`config.mk`:
```
export PLATFORM = sky130hd
export DESIGN_NAME = led_breathe
export DESIGN_NICKNAME = d
export VERILOG_FILES = /design/src/rtl/led_breathe_pkg.sv /design/src/rtl/led_ramp.sv /design/src/rtl/led_breathe.sv
export SDC_FILE = /design/constraint.sdc
export NUM_CORES = 1
export LEC_CHECK = 0
export CORE_AREA = 2 2 116 84
export DETAILED_ROUTE_END_ITERATION = 12
export DIE_AREA = 0 0 118 86
export GPL_TIMING_DRIVEN = 0
export PLACE_DENSITY = 0.63
export SLEW_MARGIN = 20
export SYNTH_ARGS = -nofsm -noshare
export SYNTH_HDL_FRONTEND = slang
export SYNTH_SLANG_ARGS = --single-unit
```
`constraint.sdc`:
```
create_clock -name i_clock -period 7.2 [get_ports i_clock]
set_input_delay 0.72 -clock i_clock [delete_from_list [all_inputs] [get_ports i_clock]]
set_output_delay 0.72 -clock i_clock [all_outputs]
set_load 0.05 [all_outputs]
```
`src/rtl/led_breathe_pkg.sv`:
```
// rtl/led_breathe_pkg.sv - shared ramp state encodings, reset constants and width helper for led_breathe
package led_breathe_pkg;

    typedef enum logic [1:0] {
        ST_UP      = 2'd0,
        ST_HOLD_HI = 2'd1,
        ST_DOWN    = 2'd2,
        ST_HOLD_LO = 2'd3
    } ramp_state_t;

    // Red starts dark and rising, green starts bright and falling.
    localparam ramp_state_t RED_RESET_STATE   = ST_UP;
    localparam bit          RED_RESET_FULL    = 1'b0;
    localparam ramp_state_t GREEN_RESET_STATE = ST_DOWN;
    localparam bit          GREEN_RESET_FULL  = 1'b1;

    function automatic int cnt_width(input int n);
        return (n > 1) ? $clog2(n) : 1;
    endfunction

endpackage

```
`src/rtl/led_ramp.sv`:
```
// rtl/led_ramp.sv - one breathing channel: ramp FSM, duty latch, PWM compare
// Optional LED_GAMMA_EN squares the level before it is latched as duty.
module led_ramp
    import led_breathe_pkg::*;
#(
    parameter int          PWM_BITS    = 8,
    parameter int          HOLD_STEPS  = 16,
    parameter ramp_state_t RESET_STATE = ST_UP,
    parameter bit          RESET_FULL  = 1'b0
) (
    input  logic                i_clock,
    input  logic                i_resetn,
    input  logic                i_enable,
    input  logic                i_step,
    input  logic                i_period_end,
    input  logic [PWM_BITS-1:0] i_pcnt,
    output logic                o_led
);

    localparam int                 HOLD_W    = cnt_width(HOLD_STEPS);
    localparam logic [PWM_BITS-1:0] LVL_MAX   = '1;
    localparam logic [PWM_BITS-1:0] LVL_ONE   = PWM_BITS'(1);
    localparam logic [PWM_BITS-1:0] LVL_RESET = RESET_FULL ? LVL_MAX : '0;
    localparam logic [HOLD_W-1:0]   HOLD_LAST = HOLD_W'(HOLD_STEPS - 1);
    localparam logic [HOLD_W-1:0]   HOLD_ONE  = HOLD_W'(1);

    ramp_state_t         state_q, state_d;
    logic [PWM_BITS-1:0] level_q, level_d;
    logic [HOLD_W-1:0]   hold_q, hold_d;
    logic [PWM_BITS-1:0] duty_q, duty_d;

    always_ff @(posedge i_clock) begin
        if (!i_resetn) begin
            state_q <= RESET_STATE;
            level_q <= LVL_RESET;
            hold_q  <= '0;
            duty_q  <= LVL_RESET;
            o_led   <= 1'b0;
        end else begin
            state_q <= state_d;
            level_q <= level_d;
            hold_q  <= hold_d;
            // duty takes the pre-step level so the waveform only changes at period edges
            if (i_period_end) begin
                duty_q <= duty_d;
            end
            o_led <= i_enable && (i_pcnt < duty_q);
        end
    end

    always_comb begin
        state_d = state_q;
        level_d = level_q;
        hold_d  = hold_q;
        if (i_step) begin
            case (state_q)
                ST_UP: begin
                    if (level_q != LVL_MAX) begin
                        level_d = level_q + LVL_ONE;
                    end
                    if (level_d == LVL_MAX) begin
                        state_d = ST_HOLD_HI;
                        hold_d  = '0;
                    end
                end
                ST_HOLD_HI: begin
                    if (hold_q == HOLD_LAST) begin
                        state_d = ST_DOWN;
                    end else begin
                        hold_d = hold_q + HOLD_ONE;
                    end
                end
                ST_DOWN: begin
                    if (level_q != '0) begin
                        level_d = level_q - LVL_ONE;
                    end
                    if (level_d == '0) begin
                        state_d = ST_HOLD_LO;
                        hold_d  = '0;
                    end
                end
                ST_HOLD_LO: begin
                    if (hold_q == HOLD_LAST) begin
                        state_d = ST_UP;
                    end else begin
                        hold_d = hold_q + HOLD_ONE;
                    end
                end
                default: state_d = RESET_STATE;
            endcase
        end
    end

`ifdef LED_GAMMA_EN
    logic [2*PWM_BITS-1:0] level_sq;
    always_comb begin
        level_sq = {{PWM_BITS{1'b0}}, level_q} * {{PWM_BITS{1'b0}}, level_q};
        duty_d   = PWM_BITS'(level_sq >> PWM_BITS);
    end
`else
    assign duty_d = level_q;
`endif

endmodule

```
`src/rtl/led_breathe.sv`:
```
// rtl/led_breathe.sv - two-channel antiphase PWM breathing LED driver (top)
// Build option LED_GAMMA_EN enables squared-level duty in each channel.
module led_breathe
    import led_breathe_pkg::*;
#(
    parameter int PWM_BITS     = 8,
    parameter int STEP_PERIODS = 4,
    parameter int HOLD_STEPS   = 16
) (
    input  logic i_clock,
    input  logic i_resetn,
    input  logic i_enable,
    output logic o_led_red,
    output logic o_led_green,
    output logic o_period_tick,
    output logic o_step_tick
);

    localparam int PRE_W = cnt_width(STEP_PERIODS);

    logic [PWM_BITS-1:0] pcnt;
    logic [PRE_W-1:0]    pre;
    logic                period_end;
    logic                step_evt;

    assign period_end = &pcnt;
    assign step_evt   = period_end && i_enable && (pre == PRE_W'(STEP_PERIODS - 1));

    always_ff @(posedge i_clock) begin
        if (!i_resetn) begin
            pcnt          <= '0;
            pre           <= '0;
            o_period_tick <= 1'b0;
            o_step_tick   <= 1'b0;
        end else begin
            pcnt          <= pcnt + PWM_BITS'(1);
            o_period_tick <= period_end;
            o_step_tick   <= step_evt;
            if (step_evt) begin
                pre <= '0;
            end else if (period_end && i_enable) begin
                pre <= pre + PRE_W'(1);
            end
        end
    end

    led_ramp #(
        .PWM_BITS    (PWM_BITS),
        .HOLD_STEPS  (HOLD_STEPS),
        .RESET_STATE (RED_RESET_STATE),
        .RESET_FULL  (RED_RESET_FULL)
    ) u_red (
        .i_clock      (i_clock),
        .i_resetn     (i_resetn),
        .i_enable     (i_enable),
        .i_step       (step_evt),
        .i_period_end (period_end),
        .i_pcnt       (pcnt),
        .o_led        (o_led_red)
    );

    led_ramp #(
        .PWM_BITS    (PWM_BITS),
        .HOLD_STEPS  (HOLD_STEPS),
        .RESET_STATE (GREEN_RESET_STATE),
        .RESET_FULL  (GREEN_RESET_FULL)
    ) u_green (
        .i_clock      (i_clock),
        .i_resetn     (i_resetn),
        .i_enable     (i_enable),
        .i_step       (step_evt),
        .i_period_end (period_end),
        .i_pcnt       (pcnt),
        .o_led        (o_led_green)
    );

endmodule

```
[Word-level counts from Yosys, hierarchy flattened]
Index checks and enable logic that the tools add are counted.
Operators by class
  add/subtract/negate cells: 8
  bitwise operators: 1
  multiplexer cells: 32
  reduce and logical (&&, ||, !) cells: 22
  equality and inequality tests: 23
  magnitude comparators: 2
Operators by type and width (count)
  $mux W8: 12
  $pmux W8 S2: 2
  $add A8 B1 Y8 const B: 3
  $mux W4: 6
  $pmux W4 S3: 2
  $eq A8 B8 Y1 const B: 2
  $logic_not A8 Y1: 2
  $lt A8 B8 Y1: 2
  $mux W2: 8
  $ne A2 B1 Y1 const B: 8
  $ne A8 B8 Y1 const B: 2
  $pmux W2 S4: 2
  $reduce_bool A8 Y1: 2
  $sub A8 B1 Y8 const B: 2
  $eq A2 B2 Y1 const B: 5
  $reduce_and A5 Y1: 2
  $add A4 B1 Y4 const B: 2
  $eq A4 B4 Y1 const B: 2
  $reduce_and A4 Y1: 2
  $reduce_and A8 Y1: 1
  $reduce_or A2 Y1: 3
  $eq A2 B1 Y1 const B: 2
  $logic_and A1 B1 Y1: 4
  $logic_not A2 Y1: 2
  5 further kinds: 8
Word-level totals
  bits of input ports: 3
  output and inout port bits: 4
  flip-flop bits (word level): 58
  logic and storage cells: 102

[Logic depth before layout (Yosys ltp)]
  word-level depth: 7
  mapped depth: 11
  gate-level depth less buffers: 9

[Hierarchy]
Synthesis repeated with hierarchy kept, for this count alone.
Second synthesis, totals
  cell total of the unflattened synthesis: 517
  area, all modules: 4103.9 um2
By module, submodules not included
  led_ramp at u_red: area an instance 1875.5 um2, times used 1, seq. area each 460.4 um2, cells an instance 239
  led_ramp at u_green: area an instance 1719.1 um2, times used 1, seq. area each 460.4 um2, cells an instance 224
  led_breathe: area an instance 509.2 um2, times used 1, seq. area each 240.2 um2, cells an instance 54

[Least setup slack after synthesis]
OpenSTA, ideal clock, no wires.
  path type: reg-to-reg
  start point: reg u_green.level_q[0], in the netlist u_green.duty_d[0]
  end point: reg u_green.state_q[1]
  buffers on the path: 2
  setup time: 120 ps
  data required time: 7080 ps
  clock period less this slack: 2687 ps
  cell stages (with the launch flop): 12
  setup slack: 4513 ps
  arrival: 2567 ps
  path through: dfxtp_1 clkbuf_1 inv_1 ha_1 buf_1 nor2_1 a32oi_1 nor4b_1 o211ai_1 and2_1 or4_1 mux2i_1
On the way
  cells in the longest elaborated chain, start to end: 7
  elaborated cells on any way between the ends: 15
  those cells by class: add/sub: 2; eq/ne: 4; mux: 6; reduce/logical: 3
Ends and longest elaborated chain
  from (decl): RTL line led_ramp.sv:28  | logic [PWM_BITS-1:0] level_q, level_d;
  from (signal assigned): RTL line led_ramp.sv:41  | level_q <= level_d;
  $add A8 B1 Y8 (tied with other cells): RTL line led_ramp.sv:59  | level_d = level_q + LVL_ONE;
  $mux W8 (on tied branches): RTL line led_ramp.sv:58, led_ramp.sv:74
  $mux W8: RTL line led_ramp.sv:56  | case (state_q)
  $mux W8: RTL line led_ramp.sv:55  | if (i_step) begin
  $eq A8 B8 Y1 / $logic_not A8 Y1 (equally long branches): RTL line led_ramp.sv:61, led_ramp.sv:77
  $ne A2 B1 Y1 (no line)
  $reduce_and A5 Y1 (no line) (*)
  to (signal assigned): RTL line led_ramp.sv:40  | state_q <= state_d;
  to (decl): RTL line led_ramp.sv:27  | ramp_state_t state_q, state_d;
Every way passes the cells marked *; elsewhere a longest branch is shown, timed or not. The select of a mux whose other input is x is not followed.
A chain may end at the register's enable or synchronous reset.

[Worst setup path after layout]
Ends and elaborated chain as after synthesis.

==> run_results.csv <==
group,metric,value,unit
clock_network,cts-root-buf,"clkbuf_16",
global_route,grt_overflow_total,0,
sta,rsz0062_at_grt,"no",
global_route,grt_pass1_vias,3360,
clock_network,post_cts_resized,0,
yosys,syn_avg_cell_area,7.87,um2
finish,instances_no_fill,652,
finish,multiInputGateArea,2550,um2
global_route,grt_pass1_wl,16.6,mm
sta,hold_viol_final,0,
die,dieArea,10100,um2
sta,worst_pin_slew,697,ps
worst_setup_path,critical-path-top-delay-family,"simple AND/OR/NAND/NOR gates",
finish,final_area,4480,um2
clock_network,clock_sink_count,58,
worst_setup_path,r2r_cells,11,
worst_setup_path,r2r-end,"u_green.state_q[1]",
clock_network,cts_buffers,9,
die,core,8960,um2
yosys,async_reset_ff_share,0,%
finish,utilization,49.9,%
yosys,synth_top_cells_by_area,"dfxtp_1 (29%), ha_1 (10%), nand2_1 (4.6%)",
yosys,yosysTopAreaCell,"dfxtp_1",
worst_hold_path,min_to,"u_red.duty_q[5]",
yosys,netlist_area,4000,um2
worst_setup_path,cpMaxStageDelayCell,"or4_1",
worst_setup_path,path_class,"reg2reg",
sta,relSlewSlack,53.2,%
routing,viasPerCell,5.75,
clock_network,clkTransAtPathRegs,50,ps
global_route,track_usage,20.6,%
yosys,yosys_warnings,0,
sta,setup_viol_count_final,0,
finish,drive_gt1_share,7.77,%
yosys,ys.flop_type,"dfxtp_1",
yosys,synth_edf_count,0,
routing,firstDrtPassIters,7,
global_route,antenna_found_initial,0,
power,p_per_area,165,nW/um2
die,die_w,118,um
power,vdd_ir_drop_max,0.117,mV
finish,fillers,918,
clock_network,cts_buffer_depth,2,
worst_setup_path,startpoint_type,"flip-flop",
worst_hold_path,worstHoldStart,"u_red.duty_q[5]",
finish,seq_area,1160,um2
clock_network,htreeDepth,3,
finish,finalNetCount,559,
yosys,synth_top_area_share,29.0,%
finish,final_cell_mix,"dfxtp_1 (58), nand2_1 (49), inv_1 (33)",
worst_hold_path,holdPathStages,2,
routing,drt.antenna.violating_nets,0,
die,num_rows,29,
worst_setup_path,end_kind,"flip-flop",
worst_hold_path,hp-class,"reg2reg",
sta,drv_slew,0,
sta,fmax,303,MHz
die,initial_core_util,44.6,%
sta,fin_crit_sh,45.8,%
place,gp_congestion,0.991,
yosys,synthesis.nets,543,
die,ios,7,
worst_setup_path,max_stage_delay,570,ps
clock_network,clk_latency,330,ps
place,post_dp_cell_area,4200,um2
power,p_leak,1.85,nW
yosys,ys_seq_area_share,29.0,%
finish,layout_commonest_cell,"dfxtp_1",
place,port_buffers,5,
clock_network,cts_tree,"done",
routing,remaining_drc_errors,0,
flow_run,cap_viol_max_count,0,
sta,hold-worst-slack,463,ps
clock_network,hold_buffers,0,
place,hpwlAfterDp,7.29,mm
worst_setup_path,cp_cell_sequence,"clkbuf_1, inv_1, ha_1, buf_1, nor2_1, a32oi_1, nor4b_1, o211ai_1, and2_1, or4_1, mux2i_1",
sta,fin_crit,3300,ps
yosys,yosysUniqueCellTypes,63,
clock_network,cts_setup_buffers,0,
worst_setup_path,r2r_start,"u_green.duty_d[0]",
routing,routed_wl,9.94,mm
outcome,status,"completed",
routing,initialDrtViolationCount,317,
place,dp.cells,637,
worst_setup_path,crit_fanout,10,
worst_setup_path,crit_buf_inv,3,
finish,diodes,0,
sta,tns,0,ps
global_route,grt_max_degree,11,
yosys,synthCells,508,
yosys,synth_seq_cells,58,
die,die_y,86,um
routing,wire_per_inst,15.2,um
sta,fin_skew,7.84,ps
worst_setup_path,arrival,3510,ps
routing,vias,3746,
worst_setup_path,required,7420,ps
finish,syn_to_final_growth,11.9,%
worst_setup_path,regToRegSetupSlack,3900,ps
==> metal layers <==
layer | wire length (um) | global-route usage (%) | share of wire [%] | up-vias
met4 | 150 | 7.34 | 1.5 | 0
li1 | - | - | - | 1863
met5 | 0 | 0 | 0 | -
met2 | 3830 | 27.2 | 38 | 163
met3 | 984 | 6.58 | 9.9 | 18
met1 | 4980 | 30.6 | 50 | 1702
==> power breakdown <==
part / switching (W) / internal [W]
sequential: 0.00000218 / 0.000324
combinational: 0.0000136 / 0.0000102
clock: 0.000143 / 0.000247
==> flip-flops by register name, summed over array words and instances (netlist names) <==
register / count
pcnt: 8
u_green.duty_d: 8
u_green.duty_q: 8
u_red.duty_d: 8
u_red.duty_q: 8
u_green.hold_q: 4
u_red.hold_q: 4
pre: 2
u_green.state_q: 2
u_red.state_q: 2
o_period_tick: 1
o_step_tick: 1
u_green.o_led: 1
u_red.o_led: 1
==> cell usage after synthesis, drive strengths merged, types with 3 or more instances <==
master and instances:
a31oi 7, o21ai 30, a21oi 26, and3 8, mux2i 4, dfxtp 58
xnor2 8, nor2 30, and2 15, a211o 3, nand4 9, o211ai 14
nand3b 3, nand2 49, nor3b 4, o41ai 5, o31ai 5, o221a 5
nor2b 12, inv 33, or2 5, a21o 12, a21boi 12, nand2b 3
buf 10, or4 5, and4 3, nand3 21, clkbuf 27, ha 32
or3 5, nor3 13, a311oi 3
==> tightest hold or removal path, stage by stage, from the launching register on <==
cell and delay [ps]:
dfxtp_1 300, nand2_1 50, a21boi_0 60
==> through the flow <==
step           setup slack, ps  total power, W
3_3_place_gp              3970        0.000355
6_report                  3900        0.000740
4_1_cts                   3940        0.000749
5_1_grt                   3580        0.000769
3_5_place_dp              3960        0.000356
2_1_floorplan             4510        0.000347
==> worst max-delay path by stage <==
stage	from	end	slack, ps	cells after the start
after floorplan	u_green.duty_d[0]	u_green.state_q[1]	4510	11
after global placement	u_green.duty_d[0]	u_green.state_q[1]	3970	11
after detailed placement	u_green.duty_d[0]	u_green.hold_q[1]	3960	11
after CTS	u_green.duty_d[0]	u_green.hold_q[1]	3940	11
after global routing	u_green.duty_d[0]	u_green.state_q[1]	3580	11
final	u_green.duty_d[0]	u_green.state_q[1]	3900	11
==> logic make-up (layout without fill, tap and decap cells) <==
kind of cell / after synthesis / after routing / share of synthesized area [%]
muxes: 4 / 4 / 1.00
DFF: 58 / 58 / 29.0
AOI/OAI and AO/OA: 144 / 144 / 25.9
xor gates and xnor gates: 10 / 10 / 2.19
buffers and inverters: 70 / 90 / 7.07
and+or+nand+nor: 190 / 190 / 24.8
adders and majority gates: 32 / 32 / 10.0
==> cell type report <==
| type | count | share of cell area [%] |
|---|---|---|
| multi-input combinational | 380 | 57.1 |
| clock inverter | 3 | 0.335 |
| tap | 124 | 3.47 |
| sequential | 58 | 25.9 |
| clock buffer | 12 | 5.73 |
| buffer | 37 | 3.55 |
| inverter | 33 | 2.77 |
| timing repair buffer | 5 | 1.12 |
No activity file was read; power rests on OpenSTA's default activity.
